File: src/rtl/mem_loader.sv
`default_nettype none
// ============================================================================
// Module   : mem_loader
// Purpose  : Byte-stream boot loader. It parses a host byte stream of
//            command / 16-bit length / payload segments and writes the
//            payload words into the instruction or data BRAM. On the run
//            command it releases the CPU program counter and hands the
//            data-BRAM write port to the CPU datapath.
// Ports    : clk, rst (async, active-low)
//            s_valid / s_data[7:0] / s_ready  - byte stream handshake
//            i_w_addr / i_w_dat / i_w_enb     - instruction BRAM write port
//            d_w_addr / d_w_dat / d_w_enb     - data BRAM write port
//            pc_stall, d_bram_init_done, err  - CPU control and status
// Revision : 1.0 - initial release
// ============================================================================
module mem_loader #(
  parameter int ADDR_WIDTH = 10,
  parameter int DATA_WIDTH = 32,
  parameter int MAX_WORDS  = 256
) (
  input  logic                  clk,
  input  logic                  rst,
  input  logic                  s_valid,
  input  logic [7:0]            s_data,
  output logic                  s_ready,
  output logic [ADDR_WIDTH-1:0] i_w_addr,
  output logic [DATA_WIDTH-1:0] i_w_dat,
  output logic                  i_w_enb,
  output logic [ADDR_WIDTH-1:0] d_w_addr,
  output logic [DATA_WIDTH-1:0] d_w_dat,
  output logic                  d_w_enb,
  output logic                  pc_stall,
  output logic                  d_bram_init_done,
  output logic                  err
);

  localparam logic [7:0]  CMD_INSTR = 8'hA1;
  localparam logic [7:0]  CMD_DATA  = 8'hD1;
  localparam logic [7:0]  CMD_RUN   = 8'h5A;
  localparam logic [16:0] MAX_CNT   = 17'(MAX_WORDS);

  typedef enum logic [2:0] {
    IDLE   = 3'd0,
    LEN_LO = 3'd1,
    LEN_HI = 3'd2,
    DATA   = 3'd3,
    WRITE  = 3'd4,
    RUN    = 3'd5,
    ERR    = 3'd6
  } state_t;

  state_t      state;
  state_t      state_nx;

  logic        accept;
  logic        tgt_data;     // 1 = data BRAM, 0 = instruction BRAM
  logic [7:0]  len_lo;
  logic [15:0] count;
  logic [15:0] word_idx;
  logic [1:0]  byte_cnt;
  logic [31:0] asm_word;

  logic [31:0] word_next;
  logic [16:0] len_full;
  logic [16:0] idx_inc;
  logic [ADDR_WIDTH-1:0] addr_now;

  // Bytes shift in from the top so the first byte ends up in bits 7:0.
  assign word_next = {s_data, asm_word[31:8]};
  assign len_full  = {1'b0, s_data, len_lo};
  assign idx_inc   = {1'b0, word_idx} + 17'd1;
  assign addr_now  = ADDR_WIDTH'({word_idx, 2'b00});
  assign accept    = s_valid & s_ready;

  // --------------------------------------------------------------------------
  // State register
  // --------------------------------------------------------------------------
  always_ff @(posedge clk or negedge rst) begin
    if (!rst) begin
      state <= IDLE;
    end else begin
      state <= state_nx;
    end
  end

  // --------------------------------------------------------------------------
  // Next state and state-decoded outputs
  // --------------------------------------------------------------------------
  always_comb begin
    state_nx         = state;
    s_ready          = 1'b0;
    i_w_enb          = 1'b0;
    d_w_enb          = 1'b0;
    pc_stall         = 1'b1;
    d_bram_init_done = 1'b0;
    err              = 1'b0;
    case (state)
      IDLE: begin
        s_ready = 1'b1;
        if (s_valid) begin
          if ((s_data == CMD_INSTR) || (s_data == CMD_DATA)) begin
            state_nx = LEN_LO;
          end else if (s_data == CMD_RUN) begin
            state_nx = RUN;
          end else begin
            state_nx = ERR;
          end
        end
      end
      LEN_LO: begin
        s_ready = 1'b1;
        if (s_valid) state_nx = LEN_HI;
      end
      LEN_HI: begin
        s_ready = 1'b1;
        if (s_valid) begin
          if (len_full == 17'd0) begin
            state_nx = IDLE;
          end else if (len_full > MAX_CNT) begin
            state_nx = ERR;
          end else begin
            state_nx = DATA;
          end
        end
      end
      DATA: begin
        s_ready = 1'b1;
        if (s_valid && (byte_cnt == 2'd3)) state_nx = WRITE;
      end
      WRITE: begin
        i_w_enb  = ~tgt_data;
        d_w_enb  = tgt_data;
        state_nx = (idx_inc == {1'b0, count}) ? IDLE : DATA;
      end
      RUN: begin
        pc_stall         = 1'b0;
        d_bram_init_done = 1'b1;
      end
      ERR: begin
        err = 1'b1;
      end
      default: begin
        state_nx = IDLE;
      end
    endcase
  end

  // --------------------------------------------------------------------------
  // Datapath: segment header, word assembly and BRAM port registers.
  // Address/data registers only change when a word completes, so they hold
  // their previous value whenever the enables are low.
  // --------------------------------------------------------------------------
  always_ff @(posedge clk or negedge rst) begin
    if (!rst) begin
      tgt_data <= 1'b0;
      len_lo   <= 8'd0;
      count    <= 16'd0;
      word_idx <= 16'd0;
      byte_cnt <= 2'd0;
      asm_word <= 32'd0;
      i_w_addr <= '0;
      i_w_dat  <= '0;
      d_w_addr <= '0;
      d_w_dat  <= '0;
    end else begin
      case (state)
        IDLE: begin
          if (accept && ((s_data == CMD_INSTR) || (s_data == CMD_DATA))) begin
            tgt_data <= (s_data == CMD_DATA);
          end
        end
        LEN_LO: begin
          if (accept) len_lo <= s_data;
        end
        LEN_HI: begin
          if (accept) begin
            count    <= {s_data, len_lo};
            word_idx <= 16'd0;
            byte_cnt <= 2'd0;
          end
        end
        DATA: begin
          if (accept) begin
            asm_word <= word_next;
            byte_cnt <= byte_cnt + 2'd1;
            // Load the target port on the last byte so the word is
            // presented during the single WRITE cycle that follows.
            if (byte_cnt == 2'd3) begin
              if (tgt_data) begin
                d_w_addr <= addr_now;
                d_w_dat  <= DATA_WIDTH'(word_next);
              end else begin
                i_w_addr <= addr_now;
                i_w_dat  <= DATA_WIDTH'(word_next);
              end
            end
          end
        end
        WRITE: begin
          word_idx <= word_idx + 16'd1;
        end
        default: begin
        end
      endcase
    end
  end

endmodule
`default_nettype wire
File: config.mk
export PLATFORM = sky130hd
export DESIGN_NAME = mem_loader
export DESIGN_NICKNAME = d
export VERILOG_FILES = /design/src/rtl/mem_loader.sv
export SDC_FILE = /design/constraint.sdc
export NUM_CORES = 1
export LEC_CHECK = 0
export CAP_MARGIN = 20
export CELL_PAD_IN_SITES_DETAIL_PLACEMENT = 0
export CELL_PAD_IN_SITES_GLOBAL_PLACEMENT = 1
export CORE_MARGIN = 8
export CORE_UTILIZATION = 44
export CTS_CLUSTER_SIZE = 12
export DETAILED_ROUTE_END_ITERATION = 8
export PLACE_DENSITY = 0.84
export SLEW_MARGIN = 0
export SYNTH_ARGS = -nofsm -noshare
export SYNTH_HDL_FRONTEND = slang
export SYNTH_SLANG_ARGS = --single-unit
File: constraint.sdc
create_clock -name clk -period 2.8 [get_ports clk]
set_input_delay 0.56 -clock clk [delete_from_list [all_inputs] [get_ports clk]]
set_output_delay 0.56 -clock clk [all_outputs]
set_load 0.02 [all_outputs]
Word-level counts from Yosys, hierarchy flattened --
Index checks and enable logic that the tools add are counted.
Word-level totals: input port bits 11, register bits 158, word-level logic and storage cells 74
Cells by class: reductions and logical operators 18, mux-type cells 21, bitwise operators 3, eq/ne operators 17, add/subtract/negate cells 3, order comparisons 1
Operator list (count):
- $pmux W16 S2 | 1
- $mux W3 | 7
- $pmux W3 S6 | 1
- $add A16 B1 Y17 const B | 1
- $eq A17 B16 Y1 | 1
- $logic_not A17 Y1 | 1
- $add A16 B1 Y16 const B | 1
- $eq A8 B8 Y1 const B | 2
- $gt A16 B9 Y1 const B | 1
- $mux W16 | 1
- $ne A2 B2 Y1 const B | 6
- $reduce_and A2 Y1 | 5
- $eq A3 B3 Y1 const B | 3
- $eq A8 B7 Y1 const B | 1
- $mux W2 | 4
- $reduce_and A4 Y1 | 2
- $eq A3 B2 Y1 const B | 2
- $mux W1 | 6
- $reduce_and A5 Y1 | 1
- $pmux W2 S2 | 1
- $reduce_bool A2 Y1 | 2
- $reduce_or A4 Y1 | 1
- $eq A3 B1 Y1 const B | 1
- $logic_not A3 Y1 | 1
- 8 further kinds | 10

Depth between registers and ports, before layout --
depth in word-level cells 6, depth in mapped cells 8, depth with buffers taken out 7

Least setup slack after synthesis --
OpenSTA, ideal clock, no wires.
path type reg2reg, start reg word_idx[1], end reg state[0], setup time 132 ps, data required time 2668 ps, stages on the path, launching flop included 8, path buffers 1, arrival time 2014 ps, path slack 654 ps, period minus slack after synthesis 2146 ps, cell sequence dfrtp_1 > ha_1 > buf_2 > nand3_1 > a221o_1 > or4_1 > nor4_2 > o21ai_1
Between the ends: word-level cells in the longest chain between the ends 4
Ends and longest elaborated chain:
- start: declaration | RTL line 59 | logic [15:0] word_idx;
- start signal: assignment | RTL line 200 | word_idx <= word_idx + 16'd1;
- $add A16 B1 Y17 | RTL line 71 | assign idx_inc = {1'b0, word_idx} + 17'd1;
- $eq A17 B16 Y1 | RTL line 133 | state_nx = (idx_inc == {1'b0, count}) ? IDLE : DATA;
- $mux W2 | RTL line 133
- $pmux W3 S6 | RTL line 97 | case (state)
- end signal: assignment | RTL line 82 | state <= state_nx;
- end: declaration | RTL line 52 | state_t state;
No other way between the ends. A chain may end at the register's enable or synchronous reset.

Final worst setup path --
start reg state[1], end out d_w_enb
Between the ends: word-level cells in the longest chain between the ends 2
Ends and longest elaborated chain:
- $eq A3 B3 Y1 | RTL line 97
- $mux W1 | RTL line 97
- end: declaration | RTL line 31 | output logic d_w_enb,
No other way between the ends.

==> results_dict.tcl <==
set metrics [dict create \
    post-synth-top-area-cell "dfrtp_1" \
    timing.reg2reg.setup_slack_ps 330 \
    dieHeight_um 139 \
    gp_routability_congestion 0.903 \
    detailed_place_hpwl_mm 11.3 \
    tritoncts "done" \
    grt_antenna_before_repair 0 \
    setup_viol 0 \
    share_of_synthesized_flip_flops_with_an_asynchronous_set_or_reset 1.00 \
    ctsResizeCount 0 \
    final_critical_delay_including_setup_and_external_delays_ps 2630 \
    yosysTopAreaCellShare 0.561 \
    post_cts.repair.setup_buffers 0 \
    reg2reg_from "word_idx[0]$_DFFE_PN0P_" \
    mean_cell_area_of_the_mapped_netlist_um2 12.3 \
    irDropWorstVdd_mv 0.516 \
    finalWirelength_mm 15.7 \
    final_antenna_net_count 0 \
    register_clock_pin_slew_on_the_reported_worst_setup_and_hold_paths_ps 60 \
    synth.most_common_cell "dfrtp_1" \
    grt_first_pass_wirelength_mm 26.6 \
    maxSlewHeadroom 0.321 \
    nets 663 \
    die_area_um2 19400 \
    ctsHoldBuffers 0 \
    die-width_um 139 \
    status "finished clean" \
    worst-endpoint-arrival_ps 2070 \
    worst_setup_path_end_kind "output pin" \
    post_route_clock_skew_ps 8.86 \
    place.port_buffers 96 \
    startpoint "state[1]$_DFFE_PN0P_" \
    overflow 0 \
    drt_pass1_iterations 5 \
    sum_neg_setup_slack_ps 0 \
    seq_area_frac_synth 0.561 \
    layout_worst_path_cycle_share 0.938 \
    count_of_boundary_i_o_pins 101 \
    hold_viol_final 0 \
    cts-buffers-inserted 17 \
    grt_setup_unrepaired "no" \
    clock_tree.root_cell "clkbuf_16" \
    dr_total_vias 4650 \
    drive_above_1_share 0.271 \
    synth_cell_type_count 56 \
    synth.cell_area_um2 6690 \
    routedWlPerCell_um 18.5 \
    synth.top_cells.by_count "dfrtp_1 (150), mux2_2 (115), o21ai_0 (38), nand2_1 (36), nor2_1 (26)" \
    post_drt_via_cell_ratio 5.46 \
    row_count 45 \
    design_power_total_uw 7230 \
    power.density_cell_area_nw_per_um2 847 \
    synth_edf_count 0 \
    post_synthesis_register_bit_count 150 \
    cts-root-to-sink-buffers 2 \
    timing.rr.end "state[1]$_DFFE_PN0P_" \
    cp-start-kind "register" \
    timing.reg2reg.worst_path_depth 6 \
    end_point_of_the_critical_path "d_w_enb" \
    leakage_power_uw 0.00382 \
    grt_max_degree 73 \
    cap_viol_max_count 0 \
    insertedDiodeCount 0 \
    drc 0 \
    synthFlopType "dfrtp_1" \
    cp.required_ps 2240 \
    clock_sink_count 150 \
    clkLatencyLatePin_ps 410 \
    criticalPathCategory "reg -> out" \
    crit_path_max_fanout 12 \
    layout-area-overhead-vs-synth_pct 27.5 \
    max_freq_mhz 381 \
    grt_pass1_vias 4976 \
    hold_class "in -> async" \
    grt_util_all_layers 0.171 \
    synth.area.top_cells "dfrtp_1 (56%), mux2_2 (19%), o21ai_0 (2.8%), nand2_1 (2.0%), nor2_1 (1.5%)" \
    timing.final.max_slew_violations 0 \
    initialDrtViolationCount 309 \
    core-area_um2 15000 \
    post_synth_inst_count 544 \
    worst-slew-pin-transition_ps 1010 \
    synth-warning-count 0 \
    htree_num_levels 4 \
    start_util 0.445 \
]
-- report_power, final --
part | total, uW | internal, uW | switching (uW)
combinational | 1850 | 949 | 905
sequential | 3130 | 2680 | 452
clock | 2240 | 1380 | 860
-- area by class of cell --
type	count	area [um2]
clock buffers	21	470
multi-input cells	350	2730
repair buffers	121	1190
inverters	10	37.5
well taps	188	235
fillers	1230	6500
flip-flops and latches	150	3750
clock inverters	11	121
-- layer usage --
metal	global-route usage	up-vias	part of all wire
met2	0.271	113	0.47
met5	0	-	0
met4	0.0630	0	0.019
met1	0.215	2369	0.45
li1	-	2150	-
met3	0.0530	18	0.057
-- worst min-delay path by stage --
stage,to,slack [ps],cells after the start
finish,i_w_dat[0]$_DFFE_PN0P_,70,1
global route,i_w_dat[0]$_DFFE_PN0P_,90,1
CTS,i_w_dat[0]$_DFFE_PN0P_,70,1
detailed placement,i_w_dat[6]$_DFFE_PN0P_,480,1
global placement,byte_cnt[1]$_DFFE_PN0P_,470,2
floorplan,asm_word[10]$_DFFE_PN0P_,260,0
-- stage by stage --
stage                     hold slack [ps]  area, um2  instances  setup WS [ps]   util
after floorplan                       264       6710        547            654      -
after global routing                 87.9       8540        851           32.8  0.568
after detailed placement              483       7950        819            178  0.529
after global placement                468       7950        819            244  0.529
after CTS                            75.0       8540        851            154  0.568
final                                70.3       8540        851            175  0.568
-- kinds of logic after synthesis --
kind of cell | share of synthesized area
DFF | 0.561
and+or+nand+nor | 0.0920
buffers and inverters | 0.0348
muxes | 0.205
AOI/OAI and AO/OA | 0.0781
other | 0.000560
adders and majority gates | 0.00374
xor gates and xnor gates | 0.0249
-- sequential cells by signal (all words and copies together) (netlist names), 8 cells and up --
name / cells
i_w_dat: 32
d_w_dat: 32
d_w_addr: 8
len_lo: 8
i_w_addr: 8
count: 16
asm_word: 24
word_idx: 16
-- cell usage in the layout (no fill, tap or decap), types with 9 or more instances in the layout --
| cell | count |
|---|---|
| xnor2_1 | 11 |
| nor2_1 | 25 |
| nand3_1 | 10 |
| buf_4 | 22 |
| nand2_1 | 36 |
| mux2_2 | 115 |
| inv_1 | 9 |
| o21ai_0 | 38 |
| a21oi_1 | 13 |
| dfrtp_1 | 150 |
| clkdlybuf4s50_1 | 95 |
| clkbuf_16 | 17 |
-- critical path, cell delays in order, from the launching register on --
cell,delay (ps)
dfrtp_1,500
nor3_1,360
and2_1,180
clkdlybuf4s50_1,610
No activity file was read; power rests on OpenSTA's default activity.
